<file path="config.mk">
export PLATFORM = sky130hd
export DESIGN_NAME = mem_bus_arbiter_flat
export DESIGN_NICKNAME = d
export VERILOG_FILES = /design/src/rtl/mem_bus_arbiter_if.sv /design/src/rtl/mem_bus_arbiter.sv /design/src/flat_wrapper.sv
export SDC_FILE = /design/constraint.sdc
export NUM_CORES = 1
export LEC_CHECK = 0
export ABC_CLOCK_PERIOD_IN_PS = 4400
export CAP_MARGIN = 20
export CORE_AREA = 2 2 104 106
export CTS_CLUSTER_DIAMETER = 100
export DETAILED_ROUTE_END_ITERATION = 8
export DIE_AREA = 0 0 106 108
export DONT_BUFFER_PORTS = 1
export GPL_ROUTABILITY_DRIVEN = 0
export PLACE_DENSITY = 0.7
export RECOVER_POWER = 50
export REMOVE_ABC_BUFFERS = 1
export SYNTH_ARGS = -nofsm -noshare
export SYNTH_HDL_FRONTEND = slang
export SYNTH_SLANG_ARGS = --single-unit
</file>
<file path="constraint.sdc">
create_clock -name clk -period 4.4 [get_ports clk]
set_input_delay 0.22 -clock clk [delete_from_list [all_inputs] [get_ports clk]]
set_output_delay 0.22 -clock clk [all_outputs]
set_load 0.01 [all_outputs]
</file>
<file path="src/rtl/mem_bus_arbiter_if.sv">
// Signal bundle between the instruction/data requesters, the arbiter and the external memory port.
// The slave modport is the arbiter's view; master is the requesters plus memory.
interface mem_bus_arbiter_if #(
    parameter int unsigned WORD_SIZE = 32
);
    logic                 imem_req;
    logic [31:0]          imem_addr;
    logic                 imem_ack;
    logic [WORD_SIZE-1:0] imem_rdata;

    logic                 dmem_req;
    logic                 dmem_we;
    logic [31:0]          dmem_addr;
    logic [WORD_SIZE-1:0] dmem_wdata;
    logic                 dmem_ack;
    logic [WORD_SIZE-1:0] dmem_rdata;

    logic                 bus_err;

    logic [31:0]          mem_addr;
    logic                 en_ext_mem_re;
    logic                 en_ext_mem_wr;
    logic [WORD_SIZE-1:0] data_in;
    logic [WORD_SIZE-1:0] data_out;
    logic                 mem_ready;

    modport slave (
        input  imem_req, imem_addr,
        output imem_ack, imem_rdata,
        input  dmem_req, dmem_we, dmem_addr, dmem_wdata,
        output dmem_ack, dmem_rdata,
        output bus_err,
        output mem_addr, en_ext_mem_re, en_ext_mem_wr, data_in,
        input  data_out, mem_ready
    );

    modport master (
        output imem_req, imem_addr,
        input  imem_ack, imem_rdata,
        output dmem_req, dmem_we, dmem_addr, dmem_wdata,
        input  dmem_ack, dmem_rdata,
        input  bus_err,
        input  mem_addr, en_ext_mem_re, en_ext_mem_wr, data_in,
        output data_out, mem_ready
    );
endinterface

</file>
<file path="src/rtl/mem_bus_arbiter.sv">
// Arbitrates one external memory bus between imem and dmem: dmem priority with an imem
// anti-starvation limit, plus a per-transaction timeout that aborts with bus_err.
module mem_bus_arbiter #(
    parameter int unsigned WORD_SIZE    = 32,
    parameter int unsigned STARVE_LIMIT = 4,
    parameter int unsigned TIMEOUT      = 64
) (
    input logic              clk,
    input logic              rst,
    mem_bus_arbiter_if.slave bus
);

    localparam logic [3:0] StarveMax  = 4'(STARVE_LIMIT);
    localparam logic [7:0] TimeoutEnd = 8'(TIMEOUT - 1);
    localparam bit         TimeoutEn  = (TIMEOUT != 0);

    typedef enum logic [1:0] {
        StIdle,
        StImemOp,
        StDmemOp
    } state_e;

    state_e               state_q;
    logic [3:0]           starve_cnt_q;
    logic [7:0]           wait_cnt_q;
    logic                 we_q;

    logic                 imem_ack_q;
    logic                 dmem_ack_q;
    logic                 bus_err_q;
    logic [WORD_SIZE-1:0] imem_rdata_q;
    logic [WORD_SIZE-1:0] dmem_rdata_q;
    logic [31:0]          mem_addr_q;
    logic                 mem_re_q;
    logic                 mem_wr_q;
    logic [WORD_SIZE-1:0] data_in_q;

    logic imem_elig;
    logic dmem_elig;
    logic grant_imem;
    logic grant_dmem;
    logic timeout_hit;
    logic finish;

    // A port acked this cycle is masked so its stale req cannot re-grant it immediately.
    assign imem_elig   = bus.imem_req & ~imem_ack_q;
    assign dmem_elig   = bus.dmem_req & ~dmem_ack_q;
    assign grant_imem  = imem_elig & (~dmem_elig | (starve_cnt_q == StarveMax));
    assign grant_dmem  = dmem_elig & ~grant_imem;
    assign timeout_hit = TimeoutEn && (wait_cnt_q == TimeoutEnd);
    assign finish      = bus.mem_ready | timeout_hit;

    always_ff @(posedge clk) begin
        if (rst) begin
            state_q      <= StIdle;
            starve_cnt_q <= 4'd0;
            wait_cnt_q   <= 8'd0;
            we_q         <= 1'b0;
            imem_ack_q   <= 1'b0;
            dmem_ack_q   <= 1'b0;
            bus_err_q    <= 1'b0;
            imem_rdata_q <= '0;
            dmem_rdata_q <= '0;
            mem_addr_q   <= 32'd0;
            mem_re_q     <= 1'b0;
            mem_wr_q     <= 1'b0;
            data_in_q    <= '0;
        end else begin
            imem_ack_q <= 1'b0;
            dmem_ack_q <= 1'b0;
            bus_err_q  <= 1'b0;
            case (state_q)
                StIdle: begin
                    if (grant_imem) begin
                        state_q      <= StImemOp;
                        starve_cnt_q <= 4'd0;
                        wait_cnt_q   <= 8'd0;
                        mem_addr_q   <= bus.imem_addr;
                        mem_re_q     <= 1'b1;
                        mem_wr_q     <= 1'b0;
                        data_in_q    <= '0;
                    end else if (grant_dmem) begin
                        state_q    <= StDmemOp;
                        wait_cnt_q <= 8'd0;
                        we_q       <= bus.dmem_we;
                        mem_addr_q <= bus.dmem_addr;
                        mem_re_q   <= ~bus.dmem_we;
                        mem_wr_q   <= bus.dmem_we;
                        data_in_q  <= bus.dmem_wdata;
                        if (!bus.imem_req) begin
                            starve_cnt_q <= 4'd0;
                        end else if (starve_cnt_q != StarveMax) begin
                            starve_cnt_q <= starve_cnt_q + 4'd1;
                        end
                    end
                end
                StImemOp, StDmemOp: begin
                    if (finish) begin
                        // mem_ready beats a coincident timeout, so bus_err only on a true abort.
                        state_q    <= StIdle;
                        bus_err_q  <= ~bus.mem_ready;
                        mem_addr_q <= 32'd0;
                        mem_re_q   <= 1'b0;
                        mem_wr_q   <= 1'b0;
                        data_in_q  <= '0;
                        if (state_q == StImemOp) begin
                            imem_ack_q   <= 1'b1;
                            imem_rdata_q <= bus.mem_ready ? bus.data_out : '0;
                        end else begin
                            dmem_ack_q   <= 1'b1;
                            dmem_rdata_q <= (bus.mem_ready && !we_q) ? bus.data_out : '0;
                        end
                    end else begin
                        wait_cnt_q <= wait_cnt_q + 8'd1;
                    end
                end
                default: state_q <= StIdle;
            endcase
        end
    end

    assign bus.imem_ack      = imem_ack_q;
    assign bus.imem_rdata    = imem_rdata_q;
    assign bus.dmem_ack      = dmem_ack_q;
    assign bus.dmem_rdata    = dmem_rdata_q;
    assign bus.bus_err       = bus_err_q;
    assign bus.mem_addr      = mem_addr_q;
    assign bus.en_ext_mem_re = mem_re_q;
    assign bus.en_ext_mem_wr = mem_wr_q;
    assign bus.data_in       = data_in_q;

    ack_exclusive_a: assert property (@(posedge clk) disable iff (rst)
        !(imem_ack_q && dmem_ack_q));

endmodule

</file>
<file path="src/flat_wrapper.sv">
// flat-port wrapper written by rule: the top's interface ports become plain ports
module mem_bus_arbiter_flat 
#(
    parameter int unsigned WORD_SIZE    = 32,
    parameter int unsigned STARVE_LIMIT = 4,
    parameter int unsigned TIMEOUT      = 64
)
  (clk, rst, bus_imem_req, bus_imem_addr, bus_imem_ack, bus_imem_rdata, bus_dmem_req, bus_dmem_we, bus_dmem_addr, bus_dmem_wdata, bus_dmem_ack, bus_dmem_rdata, bus_bus_err, bus_mem_addr, bus_en_ext_mem_re, bus_en_ext_mem_wr, bus_data_in, bus_data_out, bus_mem_ready);
  mem_bus_arbiter_if #(.WORD_SIZE(WORD_SIZE)) bus_i ();
  input logic clk;
  input logic rst;
  input wire logic [$bits(bus_i.imem_req)-1:0] bus_imem_req;
  input wire logic [$bits(bus_i.imem_addr)-1:0] bus_imem_addr;
  output wire logic [$bits(bus_i.imem_ack)-1:0] bus_imem_ack;
  output wire logic [$bits(bus_i.imem_rdata)-1:0] bus_imem_rdata;
  input wire logic [$bits(bus_i.dmem_req)-1:0] bus_dmem_req;
  input wire logic [$bits(bus_i.dmem_we)-1:0] bus_dmem_we;
  input wire logic [$bits(bus_i.dmem_addr)-1:0] bus_dmem_addr;
  input wire logic [$bits(bus_i.dmem_wdata)-1:0] bus_dmem_wdata;
  output wire logic [$bits(bus_i.dmem_ack)-1:0] bus_dmem_ack;
  output wire logic [$bits(bus_i.dmem_rdata)-1:0] bus_dmem_rdata;
  output wire logic [$bits(bus_i.bus_err)-1:0] bus_bus_err;
  output wire logic [$bits(bus_i.mem_addr)-1:0] bus_mem_addr;
  output wire logic [$bits(bus_i.en_ext_mem_re)-1:0] bus_en_ext_mem_re;
  output wire logic [$bits(bus_i.en_ext_mem_wr)-1:0] bus_en_ext_mem_wr;
  output wire logic [$bits(bus_i.data_in)-1:0] bus_data_in;
  input wire logic [$bits(bus_i.data_out)-1:0] bus_data_out;
  input wire logic [$bits(bus_i.mem_ready)-1:0] bus_mem_ready;
  assign bus_i.imem_req = bus_imem_req;
  assign bus_i.imem_addr = bus_imem_addr;
  assign bus_imem_ack = bus_i.imem_ack;
  assign bus_imem_rdata = bus_i.imem_rdata;
  assign bus_i.dmem_req = bus_dmem_req;
  assign bus_i.dmem_we = bus_dmem_we;
  assign bus_i.dmem_addr = bus_dmem_addr;
  assign bus_i.dmem_wdata = bus_dmem_wdata;
  assign bus_dmem_ack = bus_i.dmem_ack;
  assign bus_dmem_rdata = bus_i.dmem_rdata;
  assign bus_bus_err = bus_i.bus_err;
  assign bus_mem_addr = bus_i.mem_addr;
  assign bus_en_ext_mem_re = bus_i.en_ext_mem_re;
  assign bus_en_ext_mem_wr = bus_i.en_ext_mem_wr;
  assign bus_data_in = bus_i.data_in;
  assign bus_i.data_out = bus_data_out;
  assign bus_i.mem_ready = bus_mem_ready;
  mem_bus_arbiter #(.WORD_SIZE(WORD_SIZE), .STARVE_LIMIT(STARVE_LIMIT), .TIMEOUT(TIMEOUT)) u_core (.clk(clk), .rst(rst), .bus(bus_i));
endmodule
</file>
==> impl_metrics.tcl, run 1 <==
set metrics [dict create \
    outcome "finished, final reports clean" \
    max_cap_violations 0 \
    fin_hold_ws_ns 0.0415 \
    grt_pass1_wl_um 27100 \
    area_growth_pct 34.1 \
    ir_worst_vdd_mv 0.279 \
    cts_max_path_buffers 2 \
    dieWidth_um 106 \
    syn-cell-area_um2 5660 \
    grtUsageTotal 0.310 \
    yosys_warnings 0 \
    worstSetupStartpointType "flip-flop" \
    wl_met2_um 9080 \
    rsz0062_at_grt "false" \
    synthXorXnorAreaFrac 0 \
    cts_htree_levels 4 \
    fin_crit_sh 0.598 \
    synthTopCellsByArea "dfxtp_1 (52%), a22o_1 (10%), mux2i_1 (6.0%)" \
    syn_area_per_cell_um2 10.5 \
    drt-met1-wl_um 6640 \
    dr.first_iter.drc_count 259 \
    crit_fanout 48 \
    portBuffers 0 \
    critPathSlowestCell "buf_4" \
    synthSimpleGateAreaFrac 0.112 \
    diodes 0 \
    yosysTopAreaCell "dfxtp_1" \
    grt_pass1_vias 5007 \
    die_h_um 108 \
    critPathCaptureType "flip-flop" \
    final_nets 798 \
    synth_ff_type "dfxtp_1" \
    path_buf_inv 2 \
    antenna_found_initial 0 \
    wl_met3_um 1470 \
    synth_compound_area_frac 0.239 \
    hpwl_um 10600 \
    routed.top_layer "met4" \
    design_area_um2 7590 \
    crit_chain "inv_1 -> ha_1 -> nor2b_1 -> o21ai_4 -> a21oi_4 -> buf_4 -> a22o_1" \
    tritoncts "yes" \
    wl_per_cell_um 22.4 \
    postCtsSetupRepairBufs 0 \
    critPathArrivalTime_ns 3.10 \
    fin_crit_ns 2.63 \
    cts_buffers 17 \
    total_leakage_power_uw 0.00282 \
    drt-pass1-iter-count 6 \
    async_flop_share 0 \
    max_freq_ghz 0.380 \
    synth_cell_types 53 \
    max_slew_margin 0.549 \
    layout_commonest_cell "dfxtp_1" \
    placed_cell_area_um2 5670 \
    synth_adder_area_share 0.0177 \
    clkLatencyLatePin_ns 0.53 \
    vias 5021 \
    power.density_nw_per_um2 440 \
    synth-edff-count 0 \
    grt_max_degree 49 \
    drt_wl_total_um 18100 \
    cts.clk_slew.worst_paths_ns 0.06 \
    tns_ns 0 \
    mostFrequentLayoutCells "dfxtp_1 (148), dlygate4sd3_1 (133), a22o_1 (65)" \
    num_rows 37 \
    remaining_drc_errors 0 \
    cts_sinks 148 \
    hold_violations 0 \
    ios 267 \
    crit_required_ns 4.86 \
    synth_top_area_share 0.523 \
    grt_overflow 0 \
    ant_nets 0 \
    coreArea_um2 10200 \
    drive_gt1_frac 0.0837 \
    viasPerCell 6.24 \
    path_delay_family "compound AO/OA/AOI/OAI gates" \
    initial_utilization 0.553 \
    synth-seq-cells 148 \
    synth-seq-area-share 0.523 \
    post_cts_resized 0 \
    synth_top_family_by_area "compound AO/OA/AOI/OAI gates" \
    die-area_um2 11400 \
    synthCells 540 \
    setup_viol 0 \
    skew_ns 0.00973 \
    worst_slew_pin_slew_ns 0.675 \
    min_path_type "in -> reg" \
    cts_root_buf "clkbuf_8" \
    slew_viol_final 0 \
    synthMuxAreaShare 0.0601 \
    path_class "reg -> reg" \
    cpPeakStageDelay_ns 0.54 \
]
## synth_stat cells, drive strengths merged (2+ instances only)
cell	n
a211o	2
a21oi	11
a22o	65
a31oi	5
and3	2
buf	26
clkbuf	20
dfxtp	148
ha	8
inv	11
mux2i	34
nand2	43
nand2b	3
nand3	9
nand3b	2
nand4	32
nand4b	2
nor2	10
nor2b	6
nor3	4
o2111ai	2
o211ai	3
o21ai	39
o2bb2ai	33
or4	2
## cell families (layout without fill, tap and decap cells)
| kind of cell | count (synthesis) | in the layout |
|---|---|---|
| AOI/OAI and AO/OA | 172 | 172 |
| adders and majority gates | 8 | 8 |
| buffers and inverters | 57 | 186 |
| DFF | 148 | 148 |
| muxes | 34 | 34 |
| and+or+nand+nor | 121 | 121 |
## stage by stage
step | setup WS, ns | util | cells | total power [uW]
finish | 1.77 | 0.742 | 805 | 3340
global route | 1.59 | 0.742 | 805 | 3450
CTS | 1.45 | 0.737 | 802 | 3320
detailed placement | 1.48 | 0.554 | 637 | 1920
global placement | 1.62 | 0.554 | 637 | 1910
floorplan | 1.55 | - | 494 | 1810
## metal layers
metal  vias up  track usage
met2       313        0.530
met3        62       0.0952
met5         -            0
met1      2380        0.342
li1       2266            -
met4         0        0.182
## worst min-delay path, stage by stage
cell	delay (ns)
nor2b_1	0.02
o21ai_0	0.06
nand2_1	0.05
a31oi_1	0.17
## power by group
group | internal (uW) | total (uW) | switching, uW | leakage, uW
registers | 1450 | 1600 | 149 | 0.00121
clock network | 735 | 1290 | 557 | 0.000259
logic | 213 | 449 | 236 | 0.00136
## path summary, 6_finish.rpt
kind,startpoint,to,slack [ns],cells past startpoint
worst max-delay path,u_core.state_q[0]$_SDFFE_PP0P_,u_core.bus.data_in[10]$_SDFFE_PP0P_,1.77,7
worst min register to register,u_core.wait_cnt_q[7]$_SDFFE_PP0P_,u_core.wait_cnt_q[6]$_SDFFE_PP0P_,0.50,2
worst min-delay path,bus_mem_ready,u_core.wait_cnt_q[2]$_SDFFE_PP0P_,0.04,4
worst max register to register,u_core.state_q[0]$_SDFFE_PP0P_,u_core.bus.data_in[10]$_SDFFE_PP0P_,1.77,7
## what timing repair did
action / CTS / global route
endpoints found under the hold margin: 141 / 0
endpoints found under the setup margin: 0 / 0
hold buffers: 133 / 0
## registers in the layout, summed over array words and instances, names as in the netlist, 2 cells and up
| name | cells |
|---|---|
| u_core.bus.dmem_rdata | 32 |
| u_core.bus.mem_addr | 32 |
| u_core.bus.data_in | 32 |
| u_core.starve_cnt_q | 4 |
| u_core.bus.imem_rdata | 32 |
| u_core.wait_cnt_q | 8 |
| u_core.state_q | 2 |
## cell type report
cell class	count	area, um2
Sequential cell	148	2960
Fill cell	657	2640
Multi-Input combinational cell	335	2440
Timing Repair Buffer	143	1440
Clock buffer	20	455
Tap cell	136	170
Clock inverter	12	81.3
Inverter	11	41.3
(Power assumes the default switching activity.)
==> inputs of run 2 (changes only) <==
--- a/config.mk
+++ b/config.mk
@@ -5,15 +5,16 @@
 export SDC_FILE = /design/constraint.sdc
 export NUM_CORES = 1
 export LEC_CHECK = 0
-export ABC_CLOCK_PERIOD_IN_PS = 4400
+export ABC_AREA = 1
+export ABC_CLOCK_PERIOD_IN_PS = 2350
 export CAP_MARGIN = 20
-export CORE_AREA = 2 2 104 106
+export CORE_MARGIN = 2
+export CORE_UTILIZATION = 57
 export CTS_CLUSTER_DIAMETER = 100
 export DETAILED_ROUTE_END_ITERATION = 8
-export DIE_AREA = 0 0 106 108
 export DONT_BUFFER_PORTS = 1
 export GPL_ROUTABILITY_DRIVEN = 0
-export PLACE_DENSITY = 0.7
+export PLACE_DENSITY = 0.75
 export RECOVER_POWER = 50
 export REMOVE_ABC_BUFFERS = 1
 export SYNTH_ARGS = -nofsm -noshare
==> constraint.sdc (replaced) <==
create_clock -name clk -period 2.35 [get_ports clk]
set_input_delay 0.1175 -clock clk [delete_from_list [all_inputs] [get_ports clk]]
set_output_delay 0.1175 -clock clk [all_outputs]
set_load 0.01 [all_outputs]
==> impl_metrics.tcl, run 2 <==
set metrics [dict create \
    outcome "finished, final reports clean" \
    drt_wl_total_um 21300 \
    final_nets 1197 \
    coreArea_um2 11300 \
    post-synth-top-count-cell "nand2_1" \
    synthTopCellsByArea "dfxtp_1 (45%), nand2_1 (17%), a21oi_1 (10%)" \
    layout_commonest_cell "nand2_1" \
    crit_required_ns 2.72 \
    fin_hold_ws_ns 0.00800 \
    synthTopCellsByCount "nand2_1 (302), dfxtp_1 (148), a21oi_1 (137)" \
    portBuffers 0 \
    area_growth_pct 30.4 \
    antenna_found_initial 0 \
    yosys_warnings 0 \
    max_cap_violations 0 \
    syn_area_per_cell_um2 6.93 \
    crit_fanout 19 \
    worstSetupStartpointType "flip-flop" \
    viasPerCell 5.69 \
    busiest_layer "met2" \
    die_h_um 111 \
    critPathArrivalTime_ns 2.58 \
    mostFrequentLayoutCells "nand2_1 (304), dfxtp_1 (148), a21oi_1 (137)" \
    cts_root_buf "clkbuf_16" \
    cts_sinks 148 \
    dieWidth_um 111 \
    crit_chain "inv_1 -> ha_1 -> nand2_1 -> o21ai_2 -> nand2_4 -> inv_8 -> buf_4 -> nand2_1 -> nand3_1 -> dlygate4sd3_1 -> a21oi_1" \
    grt_use_met2 0.551 \
    final_cells 1210 \
    fin_crit_sh 0.940 \
    critPathCaptureType "flip-flop" \
    cpPeakStageDelay_ns 0.59 \
    fin_ws_ns 0.142 \
    synth-seq-cells 148 \
    path_common_cell "nand2_1" \
    grt_overflow 0 \
    min_from "bus_imem_req" \
    synth-seq-area-share 0.450 \
    fin_crit_ns 2.21 \
    initial_utilization 0.581 \
    remaining_drc_errors 0 \
    grt_pass1_vias 6615 \
    setup_viol 0 \
    num_rows 39 \
    rsz0062_at_grt "false" \
    met1_usage 0.377 \
    synthCells 950 \
    pre_cts_ws_ns 0.368 \
    worst_slew_pin_slew_ns 0.780 \
    drive_gt1_frac 0.0628 \
    ant_nets 0 \
    power.density_nw_per_um2 798 \
    grt_max_degree 110 \
    synth_ff_type "dfxtp_1" \
    dp_cells 1044 \
    grtUsageMet3 0.107 \
    startpoint "u_core.starve_cnt_q[0]$_SDFFE_PP0P_" \
    yosysTopAreaCell "dfxtp_1" \
    total_leakage_power_uw 0.00368 \
    ios 267 \
    dr.first_iter.drc_count 832 \
    synth_top_area_share 0.450 \
    grt_pass1_wl_um 33200 \
    min_path_type "in -> reg" \
    synth-edff-count 0 \
    hold_violations 0 \
    multi_input_area_um2 2850 \
    grtUsageTotal 0.331 \
    clkLatencyLatePin_ns 0.44 \
    slew_viol_final 0 \
    skew_ns 0.0141 \
    drt-pass1-iter-count 9 \
    cts_htree_levels 4 \
    cts.clk_slew.worst_paths_ns 0.06 \
    tritoncts "yes" \
    regArea_um2 2960 \
    fill_cells 742 \
    vias 6883 \
    critPathSlowestCell "dlygate4sd3_1" \
    async_flop_share 0 \
    ir_worst_vdd_mv 0.645 \
    wl_per_cell_um 17.6 \
    max_freq_ghz 0.453 \
    die-area_um2 12400 \
    diodes 0 \
    path_class "reg -> reg" \
    hpwl_um 11200 \
    cts_buffers 17 \
    worstReg2RegStart "u_core.starve_cnt_q[0]$_SDFFE_PP0P_" \
    synth_cell_types 27 \
    cts_max_path_buffers 2 \
    max_slew_margin 0.480 \
    syn-cell-area_um2 6580 \
]
## run 2: per-stage QoR
step	utilization	setup TNS [ns]	area (um2)	total power (uW)
2_1_floorplan	-	-5.16	6290	3540
3_3_place_gp	0.584	0	6610	3810
3_5_place_dp	0.584	0	6610	3820
4_1_cts	0.756	0	8550	6750
5_1_grt	0.758	0	8580	7090
6_report	0.758	0	8580	6850
## run 2: final timing paths
check	end	depth (start not counted)	slack (ns)
max	u_core.bus.mem_addr[2]$_SDFFE_PP0P_	11	0.14
min reg2reg	u_core.wait_cnt_q[1]$_SDFFE_PP0P_	2	0.49
min	u_core.starve_cnt_q[1]$_SDFFE_PP0P_	3	0.008
max reg2reg	u_core.bus.mem_addr[2]$_SDFFE_PP0P_	11	0.14
## run 2: cells by family after synthesis
logic type	after synthesis	share of synthesized area
AOI/OAI and AO/OA	147	0.116
adders and majority gates	8	0.0152
and+or+nand+nor	454	0.298
xor gates and xnor gates	2	0.00266
buffers and inverters	191	0.118
DFF	148	0.450
## run 2: metal layers
| layer | wire [um] | up-vias | part of all wire |
|---|---|---|---|
| li1 | - | 3212 | - |
| met1 | 7850 | 3117 | 0.37 |
| met2 | 10300 | 466 | 0.48 |
| met3 | 2140 | 88 | 0.10 |
| met4 | 990 | 0 | 0.046 |
| met5 | 0 | - | 0 |
## run 2: repair_timing
action                     CTS  global route
resized for setup            0             9
setup buffers                0             0
hold buffers               134             0
hold endpoints to repair   143             0
setup endpoints to repair    0            25
## run 2: where the power goes
part | leakage, uW | total, uW | switching, uW | internal (uW)
Combinational | 0.00220 | 1230 | 710 | 523
Sequential | 0.00121 | 2950 | 249 | 2700
Clock | 0.000279 | 2660 | 1080 | 1580
## run 2: cell type report
type                    instances  share of cell area
repair buffers                149               0.178
clock buffers                  19              0.0516
multi-input cells             611               0.332
clock inverters                12              0.0156
flip-flops and latches        148               0.345
well taps                     143              0.0209
inverters                     128              0.0572
## run 2: worst max-delay path: cells and delay by family (launching register included)
kind / cells / cell delay (ns)
AO/OA/AOI/OAI: 2 / 0.22
adder cells (fa/ha/maj): 1 / 0.19
buffers and inverters: 4 / 0.92
flip-flops: 1 / 0.39
AND/OR/NAND/NOR: 4 / 0.42
==> inputs of run 3 (changes only) <==
--- a/config.mk
+++ b/config.mk
@@ -6,15 +6,14 @@
 export NUM_CORES = 1
 export LEC_CHECK = 0
 export ABC_AREA = 1
-export ABC_CLOCK_PERIOD_IN_PS = 2350
+export ABC_CLOCK_PERIOD_IN_PS = 2400
 export CAP_MARGIN = 20
 export CORE_MARGIN = 2
-export CORE_UTILIZATION = 57
+export CORE_UTILIZATION = 50
 export CTS_CLUSTER_DIAMETER = 100
 export DETAILED_ROUTE_END_ITERATION = 8
 export DONT_BUFFER_PORTS = 1
 export GPL_ROUTABILITY_DRIVEN = 0
-export PLACE_DENSITY = 0.75
 export RECOVER_POWER = 50
 export REMOVE_ABC_BUFFERS = 1
 export SYNTH_ARGS = -nofsm -noshare
==> constraint.sdc (replaced) <==
create_clock -name clk -period 2.4 [get_ports clk]
set_input_delay 0.12 -clock clk [delete_from_list [all_inputs] [get_ports clk]]
set_output_delay 0.12 -clock clk [all_outputs]
set_load 0.01 [all_outputs]
==> impl_metrics.tcl, run 3 (same netlist as run 2, synthesis figures left out) <==
set metrics [dict create \
    tns_ns 0 \
    power.density_nw_per_um2 766 \
    layout_commonest_cell "nand2_1" \
    p_switching_uw 1940 \
    drive_gt1_frac 0.0601 \
    die-area_um2 14100 \
    pwr-share-comb 0.160 \
    tritoncts "yes" \
    switching_share 0.296 \
    placed_cell_area_um2 6630 \
    crit_fanout 32 \
    pwr-share-seq 0.439 \
    initial_utilization 0.517 \
    grt_pass1_vias 6363 \
    cts_sinks 148 \
    dp_cells 1071 \
    startpoint "u_core.wait_cnt_q[0]$_SDFFE_PP0P_" \
    total_leakage_power_uw 0.00368 \
    path_class "reg -> reg" \
    power_frac_clock 0.401 \
    crit_required_ns 2.71 \
    max_slew_margin 0.537 \
    num_rows 41 \
    routed.top_layer "met4" \
    drt-pass1-iter-count 5 \
    wl_met3_um 1890 \
    ir_worst_vdd_mv 0.464 \
    cts_htree_levels 4 \
    grt_overflow 0 \
    wl_per_cell_um 16.4 \
    p_int_uw 4630 \
    dr.first_iter.drc_count 610 \
    clkLatencyLatePin_ns 0.42 \
    design_area_um2 8580 \
    cts.clk_slew.worst_paths_ns 0.07 \
    critPathCaptureType "flip-flop" \
    cts_root_buf "clkbuf_16" \
    portBuffers 0 \
    postCtsSetupRepairBufs 0 \
    max_freq_ghz 0.459 \
    grt_pass1_wl_um 32000 \
    hpwl_um 11900 \
    dieWidth_um 119 \
    rsz0062_at_grt "false" \
    min_path_type "in -> reg" \
    final_util 0.675 \
    vias 6642 \
    fin_hold_ws_ns 0.0542 \
    fin_crit_ns 2.18 \
    ios 267 \
    coreArea_um2 12700 \
    drt_wl_total_um 20300 \
    worstSetupStartpointType "flip-flop" \
    ant_nets 0 \
    grtUsageTotal 0.282 \
    mostFrequentLayoutCells "nand2_1 (302), dfxtp_1 (148), a21oi_1 (137)" \
    area_growth_pct 30.5 \
    wl_met2_um 9880 \
    worst_slew_pin_slew_ns 0.694 \
    skew_ns 0.00996 \
    final_cells 1237 \
    cts_max_path_buffers 2 \
    diodes 0 \
    hold_violations 0 \
    setup_viol 0 \
    slew_viol_final 0 \
    remaining_drc_errors 0 \
    multi_input_area_um2 2830 \
    worstReg2RegStart "u_core.wait_cnt_q[0]$_SDFFE_PP0P_" \
    drt-met1-wl_um 7940 \
    final_nets 1195 \
    fill_cells 1019 \
    min_from "bus_mem_ready" \
    cts_buffers 17 \
    grt_max_degree 110 \
    die_h_um 119 \
    antenna_found_initial 0 \
    viasPerCell 5.37 \
    outcome "finished, final reports clean" \
    regArea_um2 2960 \
    critPathArrivalTime_ns 2.49 \
    fin_crit_sh 0.908 \
    max_cap_violations 0 \
]
-- run 3: cell types whose count changed in the layout (fill, tap and decap cells not counted), sizes merged --
cell and change:
dlygate4sd3 +1, clkinvlp +1, clkinv -5, clkbuf -2, buf -2, inv +5
-- run 3: power by group through the flow --
stage / clock, uW / sequential [uW] / combinational [uW]
2_1_floorplan: 0 / 2870 / 594
3_3_place_gp: 0 / 2930 / 776
3_5_place_dp: 0 / 2930 / 801
4_1_cts: 2680 / 2880 / 1030
5_1_grt: 2790 / 2900 / 1180
6_report: 2640 / 2880 / 1050
-- run 3: critical path, stage by stage (launching register included) --
cell	delay [ns]
dfxtp_1	0.38
ha_1	0.22
nand2_1	0.11
nor2_4	0.14
nand2_2	0.09
nand2_2	0.10
nand2_1	0.06
buf_4	0.24
nand2_1	0.09
a21oi_1	0.06
dlygate4sd3_1	0.57
-- run 3: worst paths after layout --
check	cells after the start	endpoint	slack, ns
worst min-delay path	3	u_core.bus.dmem_rdata[11]$_SDFFE_PP0P_	0.05
worst min register to register	2	u_core.we_q$_SDFFE_PP0P_	0.46
worst max-delay path	10	u_core.bus.dmem_rdata[2]$_SDFFE_PP0P_	0.22
worst max register to register	10	u_core.bus.dmem_rdata[2]$_SDFFE_PP0P_	0.22
-- run 3: layout make-up --
cell class,instances,share of cell area
Inverter,128,0.0563
Sequential cell,148,0.345
Tap cell,172,0.0251
Clock inverter,13,0.0172
Clock buffer,18,0.0512
Timing Repair Buffer,147,0.176
Multi-Input combinational cell,611,0.330
-- run 3: timing repair --
| item | in CTS | in global routing |
|---|---|---|
| endpoints found under the hold margin | 143 | 0 |
| hold buffers | 135 | 0 |
| gates resized for setup | 0 | 0 |
-- run 3: per-stage QoR --
step / total power (uW) / worst slack (ns)
finish: 6570 / 0.221
global route: 6870 / 0.0657
CTS: 6590 / 0.195
detailed placement: 3730 / 0.454
global placement: 3710 / 0.516
floorplan: 3470 / -0.114
-- run 3: per-layer routing --
| metal | track usage | vias up |
|---|---|---|
| met1 | 0.333 | 3052 |
| met3 | 0.0903 | 41 |
| li1 | - | 3211 |
| met2 | 0.470 | 338 |
| met5 | 0 | - |
| met4 | 0.121 | 0 |
